==> config.mk <==
export PLATFORM = sky130hd
export DESIGN_NAME = mem_arbiter_flat
export DESIGN_NICKNAME = d
export VERILOG_FILES = /design/src/rtl/mem_arbiter_pkg.sv /design/src/rtl/mem_arbiter_if.sv /design/src/rtl/mem_arbiter_rr_pick.sv /design/src/rtl/mem_arbiter.sv /design/src/flat_wrapper.sv
export SDC_FILE = /design/constraint.sdc
export NUM_CORES = 1
export LEC_CHECK = 0
export ABC_AREA = 1
export ABC_CLOCK_PERIOD_IN_PS = 2900
export CAP_MARGIN = 10
export CORE_AREA = 2 2 109 111
export DETAILED_ROUTE_END_ITERATION = 10
export DIE_AREA = 0 0 111 113
export PLACE_DENSITY = 0.69
export SLEW_MARGIN = 5
export SYNTH_ARGS = -nofsm -noshare
export SYNTH_HDL_FRONTEND = slang
export SYNTH_SLANG_ARGS = --single-unit
==> constraint.sdc <==
create_clock -name clk_i -period 2.9 [get_ports clk_i]
set_input_delay 0.58 -clock clk_i [delete_from_list [all_inputs] [get_ports clk_i]]
set_output_delay 0.58 -clock clk_i [all_outputs]
set_load 0.02 [all_outputs]
==> src/rtl/mem_arbiter_pkg.sv <==
// Shared types and constants for the memory port arbiter.
package mem_arb_pkg;

  typedef enum logic {
    ARB    = 1'b0,
    LOCKED = 1'b1
  } arb_state_t;

  // Byte-strobe encodings seen on the requester and memory sides.
  localparam logic [3:0] STRB_READ = 4'b0000;
  localparam logic [3:0] STRB_WORD = 4'b1111;

  // Width of a port index; a single requester still needs one bit.
  function automatic int port_id_w(input int n);
    return (n <= 1) ? 1 : $clog2(n);
  endfunction

endpackage

==> src/rtl/mem_arbiter_if.sv <==
// Requester-side bus of the arbiter: per-port request fields plus grant/response.
interface mem_arbiter_if #(
  parameter int N_PORTS = 2
);

  logic [N_PORTS-1:0]    req_i;
  logic [4*N_PORTS-1:0]  wstrb_i;
  logic [32*N_PORTS-1:0] addr_i;
  logic [32*N_PORTS-1:0] wdata_i;
  logic [N_PORTS-1:0]    lock_i;
  logic [N_PORTS-1:0]    gnt_o;
  logic [N_PORTS-1:0]    rvalid_o;
  logic [31:0]           rdata_o;

  // Requesters drive the access fields and observe grant/response.
  modport master (
    output req_i, wstrb_i, addr_i, wdata_i, lock_i,
    input  gnt_o, rvalid_o, rdata_o
  );

  // The arbiter consumes the access fields and drives grant/response.
  modport slave (
    input  req_i, wstrb_i, addr_i, wdata_i, lock_i,
    output gnt_o, rvalid_o, rdata_o
  );

endinterface

==> src/rtl/mem_arbiter_rr_pick.sv <==
// Combinational round-robin picker: first eligible request at or after the pointer.
module rr_pick #(
  parameter int N     = 2,
  parameter int IDX_W = 1
) (
  input  logic [N-1:0]     req_i,
  input  logic [IDX_W-1:0] ptr_i,
  input  logic [N-1:0]     excl_i,
  output logic [N-1:0]     gnt_o,
  output logic [IDX_W-1:0] idx_o,
  output logic             valid_o
);

  logic [N-1:0] cand;

  assign cand = req_i & ~excl_i;

  // Walk the ports starting at the pointer, wrapping, and keep the first hit.
  always_comb begin
    logic [IDX_W-1:0] idx;
    gnt_o   = '0;
    idx_o   = '0;
    valid_o = 1'b0;
    idx     = '0;
    for (int k = 0; k < N; k++) begin
      idx = IDX_W'((int'(ptr_i) + k) % N);
      if (!valid_o && cand[idx]) begin
        valid_o    = 1'b1;
        idx_o      = idx;
        gnt_o[idx] = 1'b1;
      end
    end
  end

endmodule

==> src/rtl/mem_arbiter.sv <==
// Shares one fixed-latency memory port between N_PORTS requesters with
// round-robin fairness, a bounded lock for RMW sequences and read routing.
module mem_arbiter
  import mem_arb_pkg::*;
#(
  parameter int N_PORTS  = 2,
  parameter int MEM_LAT  = 1,
  parameter int MAX_LOCK = 15
) (
  input  logic        clk_i,
  input  logic        rstn_i,
  mem_arbiter_if.slave bus,
  output logic        mem_enable_o,
  output logic [3:0]  mem_wstrb_o,
  output logic [31:0] mem_addr_o,
  output logic [31:0] mem_wdata_o,
  input  logic [31:0] mem_rdata_i
);

  localparam int IDW = port_id_w(N_PORTS);

  arb_state_t         state_q, state_d;
  logic [IDW-1:0]     rrPtr_q, rrPtr_d;
  logic [IDW-1:0]     owner_q, owner_d;
  logic [7:0]         lockCnt_q, lockCnt_d;
  logic               pipeValid_q [MEM_LAT];
  logic [IDW-1:0]     pipeId_q    [MEM_LAT];

  logic [N_PORTS-1:0] ownerMask, pickExcl, pickGnt, gntRaw, rvalid;
  logic [IDW-1:0]     pickIdx, gntIdx;
  logic               pickValid, ownerReq, ownerLock, lockMax, readIssue;
  logic [3:0]         wstrbArr [N_PORTS];
  logic [31:0]        addrArr  [N_PORTS];
  logic [31:0]        wdataArr [N_PORTS];

  rr_pick #(
    .N     (N_PORTS),
    .IDX_W (IDW)
  ) u_pick (
    .req_i   (bus.req_i),
    .ptr_i   (rrPtr_q),
    .excl_i  (pickExcl),
    .gnt_o   (pickGnt),
    .idx_o   (pickIdx),
    .valid_o (pickValid)
  );

  // Unpack the flat per-port buses and derive the lock-owner qualifiers.
  always_comb begin
    for (int p = 0; p < N_PORTS; p++) begin
      wstrbArr[p] = bus.wstrb_i[p*4 +: 4];
      addrArr[p]  = bus.addr_i[p*32 +: 32];
      wdataArr[p] = bus.wdata_i[p*32 +: 32];
    end
    ownerMask          = '0;
    ownerMask[owner_q] = 1'b1;
    ownerReq           = bus.req_i[owner_q];
    ownerLock          = bus.lock_i[owner_q];
    lockMax            = (lockCnt_q == 8'(MAX_LOCK));
    pickExcl           = '0;
    if (state_q == LOCKED && lockMax && |(bus.req_i & ~ownerMask)) begin
      pickExcl = ownerMask;
    end
  end

  // State register: arbitration state, fairness pointer, lock owner and count.
  always_ff @(posedge clk_i or negedge rstn_i) begin
    if (!rstn_i) begin
      state_q   <= ARB;
      rrPtr_q   <= '0;
      owner_q   <= '0;
      lockCnt_q <= '0;
    end else begin
      state_q   <= state_d;
      rrPtr_q   <= rrPtr_d;
      owner_q   <= owner_d;
      lockCnt_q <= lockCnt_d;
    end
  end

  // Next state: rotate the pointer past each arbitrated winner, enter/leave the lock.
  always_comb begin
    state_d   = state_q;
    rrPtr_d   = rrPtr_q;
    owner_d   = owner_q;
    lockCnt_d = lockCnt_q;
    case (state_q)
      ARB: begin
        if (pickValid) begin
          rrPtr_d = IDW'((int'(pickIdx) + 1) % N_PORTS);
          if (bus.lock_i[pickIdx]) begin
            owner_d   = pickIdx;
            lockCnt_d = 8'd1;
            state_d   = LOCKED;
          end
        end
      end
      LOCKED: begin
        if (!ownerReq) begin
          state_d = ARB;
        end else if (lockMax) begin
          state_d = ARB;
          if (pickValid) begin
            rrPtr_d = IDW'((int'(pickIdx) + 1) % N_PORTS);
          end
        end else if (ownerLock) begin
          lockCnt_d = lockCnt_q + 8'd1;
        end else begin
          state_d = ARB;
        end
      end
      default: state_d = ARB;
    endcase
  end

  // Grant and memory mux: same-cycle grant, everything quiet while in reset.
  always_comb begin
    gntRaw = '0;
    gntIdx = '0;
    case (state_q)
      ARB: begin
        gntRaw = pickGnt;
        gntIdx = pickIdx;
      end
      LOCKED: begin
        if (ownerReq) begin
          if (lockMax) begin
            gntRaw = pickGnt;
            gntIdx = pickIdx;
          end else begin
            gntRaw = ownerMask;
            gntIdx = owner_q;
          end
        end
      end
      default: gntRaw = '0;
    endcase
    if (!rstn_i) begin
      gntRaw = '0;
    end
    mem_enable_o = |gntRaw;
    mem_wstrb_o  = STRB_READ;
    mem_addr_o   = '0;
    mem_wdata_o  = '0;
    if (mem_enable_o) begin
      mem_wstrb_o = wstrbArr[gntIdx];
      mem_addr_o  = addrArr[gntIdx];
      mem_wdata_o = wdataArr[gntIdx];
    end
    readIssue = mem_enable_o && (mem_wstrb_o == STRB_READ);
  end

  // Response pipeline: tag each issued read with its port until data returns.
  always_ff @(posedge clk_i or negedge rstn_i) begin
    if (!rstn_i) begin
      for (int i = 0; i < MEM_LAT; i++) begin
        pipeValid_q[i] <= 1'b0;
        pipeId_q[i]    <= '0;
      end
    end else begin
      pipeValid_q[0] <= readIssue;
      pipeId_q[0]    <= gntIdx;
      for (int i = 1; i < MEM_LAT; i++) begin
        pipeValid_q[i] <= pipeValid_q[i-1];
        pipeId_q[i]    <= pipeId_q[i-1];
      end
    end
  end

  // Steer the returning read to the port that issued it.
  always_comb begin
    rvalid = '0;
    if (rstn_i && pipeValid_q[MEM_LAT-1]) begin
      rvalid[pipeId_q[MEM_LAT-1]] = 1'b1;
    end
  end

  assign bus.gnt_o    = gntRaw;
  assign bus.rvalid_o = rvalid;
  assign bus.rdata_o  = mem_rdata_i;

endmodule
==> src/flat_wrapper.sv <==
// flat-port wrapper written by rule: the top's interface ports become plain ports
module mem_arbiter_flat import mem_arb_pkg::*;
#(
  parameter int N_PORTS  = 2,
  parameter int MEM_LAT  = 1,
  parameter int MAX_LOCK = 15
)
  (clk_i, rstn_i, mem_enable_o, mem_wstrb_o, mem_addr_o, mem_wdata_o, mem_rdata_i, bus_req_i, bus_wstrb_i, bus_addr_i, bus_wdata_i, bus_lock_i, bus_gnt_o, bus_rvalid_o, bus_rdata_o);
  mem_arbiter_if #(.N_PORTS(N_PORTS)) bus_i ();
  input  logic clk_i;
  input  logic rstn_i;
  output logic mem_enable_o;
  output logic [3:0] mem_wstrb_o;
  output logic [31:0] mem_addr_o;
  output logic [31:0] mem_wdata_o;
  input  logic [31:0] mem_rdata_i;
  input wire logic [$bits(bus_i.req_i)-1:0] bus_req_i;
  input wire logic [$bits(bus_i.wstrb_i)-1:0] bus_wstrb_i;
  input wire logic [$bits(bus_i.addr_i)-1:0] bus_addr_i;
  input wire logic [$bits(bus_i.wdata_i)-1:0] bus_wdata_i;
  input wire logic [$bits(bus_i.lock_i)-1:0] bus_lock_i;
  output wire logic [$bits(bus_i.gnt_o)-1:0] bus_gnt_o;
  output wire logic [$bits(bus_i.rvalid_o)-1:0] bus_rvalid_o;
  output wire logic [$bits(bus_i.rdata_o)-1:0] bus_rdata_o;
  assign bus_i.req_i = bus_req_i;
  assign bus_i.wstrb_i = bus_wstrb_i;
  assign bus_i.addr_i = bus_addr_i;
  assign bus_i.wdata_i = bus_wdata_i;
  assign bus_i.lock_i = bus_lock_i;
  assign bus_gnt_o = bus_i.gnt_o;
  assign bus_rvalid_o = bus_i.rvalid_o;
  assign bus_rdata_o = bus_i.rdata_o;
  mem_arbiter #(.N_PORTS(N_PORTS), .MEM_LAT(MEM_LAT), .MAX_LOCK(MAX_LOCK)) u_core (.clk_i(clk_i), .rstn_i(rstn_i), .bus(bus_i), .mem_enable_o(mem_enable_o), .mem_wstrb_o(mem_wstrb_o), .mem_addr_o(mem_addr_o), .mem_wdata_o(mem_wdata_o), .mem_rdata_i(mem_rdata_i));
endmodule
After elaboration in Yosys (flattened, before gate mapping) --
Index checks and enable logic that the tools add are counted.
Word-level totals: register bits after elaboration 13, input bits 174, output and inout bits 105, logic and storage cells 110
Cells by class: add/sub/neg operators 3, magnitude comparators 10, eq/ne operators 7, muxes and demuxes 61, bitwise operators 7, reductions and logical operators 16
Operators with widths (count):
- 2-to-1 mux 32 bit | 8
- 2-to-1 mux 8 bit | 5
- 2-to-1 mux 1 bit | 28
- 2-to-1 mux 4 bit | 4
- case mux 8 bit (2 select lines) | 1
- 2-to-1 mux 2 bit | 7
- < comparator 1 x 2 -> 1 bit (second input constant) | 5
- logical AND 1 bit | 9
- adder 8 x 1 -> 8 bit (second input constant) | 1
- == test 8 x 4 -> 1 bit (second input constant) | 1
- != test 2 bit (second input constant) | 4
- case mux 1 bit (2 select lines) | 3
- AND reduction 5 bit | 1
- AND 2 bit | 2
- demux 1 bit (select 1 bit) | 4
- >= comparator 1 bit (second input constant) | 4
- zero test 4 bit | 1
- != test 2 x 1 -> 1 bit (second input constant) | 2
- inverter 2 bit | 2
- case mux 2 bit (2 select lines) | 1
- OR reduction 2 bit | 2
- AND reduction 3 bit | 1
- adder 1 bit (second input constant) | 2
- >= comparator 2 bit (second input constant) | 1
- other kinds (5) | 5

Longest topological paths before layout --
depth in word-level cells 27, depth in mapped cells 17, depth with buffers taken out 15

By module --
A second synthesis with hierarchy kept.
Second synthesis, totals: cell total of the unflattened synthesis 392, area total of the unflattened synthesis 2371.0 um2
Modules (own cells, without submodules):
- mem_arbiter | times used 1, cells an instance 378, area each 2316.0 um2, sequential area each 325.3 um2
- rr_pick | times used 1, cells an instance 14, area each 55.1 um2, sequential area each 0.0 um2

Worst setup path after synthesis --
No wires, ideal clock.
path type register to output, from register u_core.lockCnt_q[0], to output port mem_addr_o[12], data arrival time 1.869 ns, required time 2.320 ns, slack 0.451 ns, cell stages (with the launch flop) 16, path buffers 2, cell sequence dfrtp_1 > ha_1 > nand3_2 > nor2_4 > nand3_1 > nand3_2 > nand2_4 > nand2_8 > nand2_4 > inv_2 > buf_12 > buf_12 > nand2_1 > nand2_1 > nand2_1 > inv_1
Between the ends: cells in the longest elaborated chain, start to end 20, elaborated cells between the ends (all ways) 31, classes of those cells 1 x eq/ne; 21 x mux; 4 x bitwise; 5 x reduce/logical
RTL lines:
- start: declaration | RTL line mem_arbiter.sv:25 | logic [7:0] lockCnt_q, lockCnt_d;
- start signal: assignment | RTL line mem_arbiter.sv:77 | lockCnt_q <= lockCnt_d;
- == test 8 x 4 -> 1 bit (*) | RTL line mem_arbiter.sv:59 | lockMax = (lockCnt_q == 8'(MAX_LOCK));
- logical AND 1 bit (2 in series) | RTL line mem_arbiter.sv:61 | if (state_q == LOCKED && lockMax && |(bus.req_i & ~ownerMask)) begin
- 2-to-1 mux 2 bit | RTL line mem_arbiter.sv:61
- inverter 2 bit | RTL line mem_arbiter_rr_pick.sv:16 | assign cand = req_i & ~excl_i;
- AND 2 bit | RTL line mem_arbiter_rr_pick.sv:16
- 2-to-1 mux 1 bit (not written as such) (2 in series) | RTL line mem_arbiter_rr_pick.sv:27 | if (!valid_o && cand[idx]) begin
- 2-to-1 mux 1 bit | RTL line mem_arbiter_rr_pick.sv:27
- zero test 1 bit | RTL line mem_arbiter_rr_pick.sv:27
- logical AND 1 bit | RTL line mem_arbiter_rr_pick.sv:27
- 2-to-1 mux 1 bit | RTL line mem_arbiter_rr_pick.sv:27
- 2-to-1 mux 1 bit | RTL line mem_arbiter.sv:127 | if (lockMax) begin
- 2-to-1 mux 1 bit | RTL line mem_arbiter.sv:126 | if (ownerReq) begin
- case mux 1 bit (2 select lines) | RTL line mem_arbiter.sv:120 | case (state_q)
- inverter 1 -> 2 bit (not written as such) | RTL line mem_arbiter.sv:147 | mem_addr_o = addrArr[gntIdx];
- 2-to-1 mux 32 bit (not written as such) (3 in series) | RTL line mem_arbiter.sv:147
- 2-to-1 mux 32 bit (*) | RTL line mem_arbiter.sv:145 | if (mem_enable_o) begin
- end: declaration | RTL line flat_wrapper.sv:14 | output logic [31:0] mem_addr_o;
Mark *: on every way between the ends. The rest lies on a longest branch, timed or not. The select of a mux whose other input is x is not followed.

Final worst setup path --
from register u_core.lockCnt_q[1], to output port mem_addr_o[28]
The elaborated chain is that of the path after synthesis.

==> impl_metrics.toml <==
[timing]
period_needed_ns = 2.835
maxSlewViolCount = 0
worst_pin_slew_ns = 0.8363
hold_viol = 0
setup_viol = 0
period_share_pct = 97.75
slew_headroom_pct = 44.19
clock_skew_ns = 0.003970
rsz0062_at_grt = "yes"
clock.fmax_mhz = 352.8

[clocking]
ctsHoldBuffers = 0
tritoncts = "done"
path_clk_slew_ns = 0.04
cts_max_level = 1
cts_buffers = 3
clk_path_buf_depth = 2
cts_root_buffer = "clkbuf_16"
clock_sinks = 13
clock_latency_ns = 0.24

[finish]
num-fill-cells = 1221
final_cells = 880
regArea_um2 = 325.3
fin_util_pct = 46.18
multi_input_area_um2 = 1727
antennaDiodeCount = 0
syn_to_final_growth_pct = 86.80
fin_nets = 913
drive_above_1_share_pct = 27.27

[floorplanning]
dieArea_um2 = 12540
initial_core_util_pct = 24.72
die_h_um = 113
fp.dieW_um = 111
core_um2 = 11270
ioPinCount = 279
fp-row-count = 39

[yosys]
ys.flop_type = "dfrtp_1"
ys_types = 28
synth.area.top_cells = "nand2_1 (34%), dfrtp_1 (12%), nand2_2 (11%)"
syn_inst = 515
syn_area_per_cell_um2 = 5.411
ys_warn_count = 0
synth_most_common_cell = "nand2_1"
synth-async-reset-ratio_pct = 100.0
yosys.area.top_type = "nand2_1"
synth_top_area_share_pct = 33.95
yosys-top-cells-count = "nand2_1 (252), inv_1 (81), nand2_2 (49), buf_4 (38), nand3_1 (16)"
synth_edf_count = 0
synth_area_um2 = 2786
synth_seq_area_share_pct = 11.67
synth_seq_cells = 13
synth_nets = 690

[worst_setup_path]
critPathSlowestCell = "dfrtp_1"
cp_num_buf_inv = 4
worstSetupPathType = "flop to primary output"
critPathTopFamily = "simple AND/OR/NAND/NOR gates"
worstPathArrival_ns = 2.25
cp_cell_sequence = "ha_4 > nand3_4 > nor2_4 > nor2_4 > a21oi_4 > nand3_2 > nand2_8 > buf_12 > clkbuf_16 > nand2_1 > inv_1 > buf_2"
cp_slowest_stage_delay_ns = 0.39
cpMostUsedCell = "nor2_4"
cp-end-kind = "primary output"
cp-start-kind = "flop"
critical_path.max_fanout = 17
cp.required_ns = 2.32

[place]
place_inst = 856
gp_congestion = 0.8234
dpl.hpwl_um = 8140
io_buffers = 214

[route]
drc = 0
totalWireLength_um = 11420
vias = 3637
wire_per_inst_um = 12.98
drtIter0Drc = 147
ant_nets = 0
dr.pass1.iters = 4
routed_via_density = 4.133

[power]
vdd_drop_max_v = 0.0005098
power.leakage_uw = 0.003164
cellPowerDensity_nw_per_um2 = 907.8

[grt]
antenna_found_initial = 0
overflow = 0
track_usage_pct = 16.44
grt_pass1_vias = 3421
grt_max_degree = 36
grt_pass1_wl_um = 17170

[job]
maxCapViolations = 0

[run_status]
outcome = "finished clean"

[worst_hold_path]
hold_class = "flop to flop"
[worst paths after layout]
kind                                            startpoint                         endpoint  slack (ns)  depth (start not counted)
setup / recovery           u_core.lockCnt_q[1]$_DFFE_PN0P_                   mem_addr_o[28]        0.07                         12
setup reg to reg           u_core.lockCnt_q[1]$_DFFE_PN0P_     u_core.pipeValid_q$_DFF_PN0_        0.86                         14
max in group asynchronous                           rstn_i  u_core.lockCnt_q[7]$_DFFE_PN0P_        1.96                          2
min in group asynchronous                           rstn_i  u_core.lockCnt_q[4]$_DFFE_PN0P_        0.79                          2
hold / removal                    u_core.state_q$_DFF_PN0_  u_core.lockCnt_q[2]$_DFFE_PN0P_        0.53                          2
hold reg to reg                   u_core.state_q$_DFF_PN0_  u_core.lockCnt_q[2]$_DFFE_PN0P_        0.53                          2
[layer usage]
layer | wire (µm) | part of all wire, % | GRT usage [%]
met5 | 0 | 0 | 0
met4 | 112 | 0.98 | 2.667
met3 | 995 | 8.7 | 4.339
met2 | 5527 | 48 | 29.78
met1 | 4788 | 42 | 19.94
[worst reg2reg max path, stage by stage, from the launching register on]
cell and delay (ns):
dfrtp_1 0.39, ha_4 0.17, nand3_4 0.09, nor2_4 0.18
nor2_4 0.07, a21oi_4 0.24, buf_4 0.15, buf_4 0.09
buf_4 0.12, nand3_1 0.08, nand2_1 0.07, nand2_1 0.08
buf_4 0.14, nand2_1 0.05, nor2_1 0.04
[cells in the final DEF, fill, tap and decap left out, drive strengths merged]
cell type / n
nand3: 20
xor2: 4
o2111ai: 1
xnor2: 2
inv: 86
clkdlybuf4s50: 141
nand2: 305
clkdlybuf4s15: 1
mux2: 1
o211ai: 1
buf: 118
dfrtp: 13
o21ai: 3
nand4: 1
dlygate4sd2: 3
nand3b: 1
a21oi: 3
nor2: 18
clkbuf: 12
nor3: 2
ha: 1
[timing repair]
item,4_1_cts,5_1_grt
pin swaps,5,7
cloned,4,5
resized for setup,252,70
setup buffers,4,8
setup endpoints to repair,71,71
[report_power, final]
group          internal [µW]  leakage (µW)  total [µW]  switching [µW]
clock                    185     0.0000382         260            75.0
combinational           1850       0.00296        4190            2340
sequential               229      0.000169         272            43.4
total                   2270       0.00316        4720            2460
[final cells by class]
class                   count  area share [%]
repair buffers            271           49.18
well taps                 143           3.438
flip-flops and latches     13           6.250
clock buffers               4           1.514
multi-input cells         363           33.17
inverters                  86           6.442
[sequential cells by signal (all words and copies together) (netlist names)]
register and flops:
u_core.state_q 1, u_core.pipeId_q 1, u_core.rrPtr_q 1, u_core.pipeValid_q 1, u_core.owner_q 1, u_core.lockCnt_q 8
[kinds of logic (layout without fill, tap and decap cells)]
group / Yosys count / count (layout) / synth area share (%)
AND/OR/NAND/NOR: 347 / 347 / 54.92
AO/OA/AOI/OAI: 8 / 8 / 2.245
buffers and inverters: 139 / 361 / 28.42
multiplexers: 1 / 1 / 0.4041
adder cells (fa/ha/maj): 1 / 1 / 0.4490
flip-flops: 13 / 13 / 11.67
XOR/XNOR: 6 / 6 / 1.886
[through the flow]
step	hold slack [ns]	power (µW)	setup WS [ns]	setup TNS (ns)	instance area [µm²]
global placement	0.5278	4030	-0.6241	-40.26	4991
floorplan	0.2844	2698	0.4515	0	2786
detailed placement	0.5267	4037	-0.6436	-42.14	4991
CTS	0.5366	4528	0.01215	0	5175
global route	0.5842	5141	-0.06386	-0.8311	5205
finish	0.5328	4725	0.06517	0	5205
Power figures use the tool's default switching activity.
==> variant (config.mk and constraints unchanged) <==
`MEM_LAT` is set to 1 in 2 places; all go to 2.
--- a/src/rtl/mem_arbiter.sv
+++ b/src/rtl/mem_arbiter.sv
@@ -5,5 +5,5 @@
 #(
   parameter int N_PORTS  = 2,
-  parameter int MEM_LAT  = 1,
+  parameter int MEM_LAT  = 2,
   parameter int MAX_LOCK = 15
 ) (
--- a/src/flat_wrapper.sv
+++ b/src/flat_wrapper.sv
@@ -3,5 +3,5 @@
 #(
   parameter int N_PORTS  = 2,
-  parameter int MEM_LAT  = 1,
+  parameter int MEM_LAT  = 2,
   parameter int MAX_LOCK = 15
 )
Function: changed (Yosys sat finds a counterexample within 4 cycles, from zero or initial values and one cycle with rstn_i low).
==> variant against the original RTL <==
Count of clock-buffer cells in the layout is the same; final area grew 6.5%; hold slack lost 0.34 ns; area after synthesis shrank 6.1%; sequential cell count grew 2; die area is the same; register-to-register slack lost 0.07 ns; worst setup slack lost 0.046 ns; clock power grew 2%; routed wire length shrank 1.4%; power grew 8.6%; largest power group unchanged.
==> variant: results (changes against the original RTL) <==
Status: finished, final reports clean
Vias: 3,684 (+1.3%)
Critical Path Fanout Max: 8 (-9)
Area contributors post-synth: nand2_1, dfrtp_1, inv_1, buf_4, buf_6
Setup slack, reg-to-reg: 0.79 ns (-0.07 ns)
NumNets Final: 926 (+1.4%)
VDD IR max: 0.486 mV (-4.6%)
Top FF cell, synth: dfrtp_1
Reg2reg end: u_core.pipeValid_q[1]$_DFF_PN0_
Routed wl met2: 5.63 mm (+1.8%)
Synth cell types: 24 (-14%)
Synth cell count leaders: nand2_1, inv_1, buf_4, nand3_1, nor2_1
CP Data Arrival Time: 2.30 ns (+0.05 ns)
Inst Count DP: 866 (+1.2%)
Initial antenna violation count: 0 (unchanged)
Met1 Use GR: 20.2% (+0.30 points)
Synth Instances: 517 (+0.39%)
Metal-1 WL: 4.69 mm (-2.1%)
Ys Warns: 0 (unchanged)
Post-synth ARST share: 100% (unchanged)
First-pass GRT wire length: 16.8 mm (-2.1%)
Reg clk slew, reported paths: 0.05 ns
Leakage: 0.00323 µW (+2.1%)
Synth top area share: 42.9% (+9.0 points)
CTS Buf Count: 3 (unchanged)
DR WL met3: 684 µm (-31%)
Setup slack at placement: -0.659 ns (-0.0154 ns)
Grt met3 use: 2.95% (-1.4 points)
Placed cell areas: 4960 µm² (-0.63%)
Delay-heaviest family, CP: simple AND/OR/NAND/NOR gates
Post-Route WL: 11.3 mm (-1.4%)
Xor/xnor cell area share of the yosys netlist: 1.67% (-0.21 points)
Biggest regs: u_core.lockCnt_q: 8 flops, u_core.pipeId_q: 2 flops, u_core.pipeValid_q: 2 flops
Pre-antenna DRT Iters: 4 (unchanged)
Worst-Margin Slew: 0.501 ns (-0.335 ns)
WL per Instance: 12.6 µm (-2.9%)
Global Route met2 Usage: 29.4% (-0.33 points)
Slowest cell delay on critical path: 0.37 ns (-0.02 ns)
Largest net degree at the start of global routing: 20 (-44%)
Root buffer cell: clkbuf_16
Diodes inserted: 0 (unchanged)
Synthesized Nets: 692 (+0.29%)
Hold Crit Class: input port to asynchronous set/reset pin
Routability cong.: 0.830 (+0.78%)
Adder-cell area share of the yosys netlist: 0.478% (+0.029 points)
H-tree Lvls: 1 (unchanged)
Worst-case reg-to-reg path depth: 13 (-1)
Vias in the first global route: 3,336 (-2.5%)
PortBufs: 214 (unchanged)
Clock Tree Buf Depth: 2 (unchanged)
Multiplexer share of the synthesized area: 0% (-0.40 points)
First-iteration detailed-routing DRC count: 129 (-12%)
Share of layout cells above drive strength 1: 28.0% (+0.73 points)
Final Hold Slack: 0.195 ns (-0.338 ns)
Critical register-to-register path startpoint: u_core.lockCnt_q[1]$_DFFE_PN0P_
Area fraction in compound gates after synthesis: 2.77% (+0.53 points)
GRT Total Usage: 16.4% (-0.070 points)
Clk_skew: 0.00305 ns (-0.000919 ns)
Sequential fraction of the synthesis area: 14.3% (+2.7 points)
Hpwl dp: 8.27 mm (+1.6%)
## variant: cell count changes after synthesis, moves of 2 or more
cell     before  now
buf_12        6    0
nand2_2      49    3
nand2_1     252  299
buf_2         6   11
inv_1        81   83
buf_6         3    8
inv_2         5    3
dfrtp_1      13   15
buf_4        38   34
## variant: cells by family after synthesis
group                      count (synthesis)
xor gates and xnor gates                   5
adders and majority gates                  1
buffers and inverters                    139
AOI/OAI and AO/OA                         10
DFF                                       15
and+or+nand+nor                          347
## variant: cell type report
cell class                 instances  area, µm²
inverter                          86        328
clock buffer                       4       78.8
sequential                        15        375
tap                              143        179
multi-input combinational        363       1650
fill                            1144       5730
timing repair buffer             282       2940
## variant: timing repair
action                                  4_1_cts  5_1_grt
endpoints found under the setup margin       71       72
pin swaps                                     6       10
cloned                                        4        4
buffers inserted                              5       10
resized for setup                           304      165
hold endpoints to repair                      0        0
## variant: where the power goes
part / switching [µW] / internal [µW] / total, µW
Combinational: 2360 / 2200 / 4560
Clock: 78.8 / 186 / 264
Sequential: 39.3 / 266 / 305
Total: 2480 / 2650 / 5130
## variant: how the worst max path moves through the flow
| stage | startpoint | slack [ns] | to | depth (start not counted) |
|---|---|---|---|---|
| after floorplan | u_core.lockCnt_q[0]$_DFFE_PN0P_ | 0.45 | mem_wdata_o[13] | 12 |
| after global placement | bus_req_i[0] | -0.66 | mem_addr_o[8] | 11 |
| after detailed placement | bus_req_i[0] | -0.66 | mem_addr_o[29] | 13 |
| after CTS | bus_req_i[0] | -0.004 | mem_addr_o[29] | 18 |
| after global routing | u_core.lockCnt_q[1]$_DFFE_PN0P_ | -0.12 | mem_addr_o[25] | 15 |
| final | u_core.lockCnt_q[1]$_DFFE_PN0P_ | 0.02 | mem_addr_o[25] | 12 |
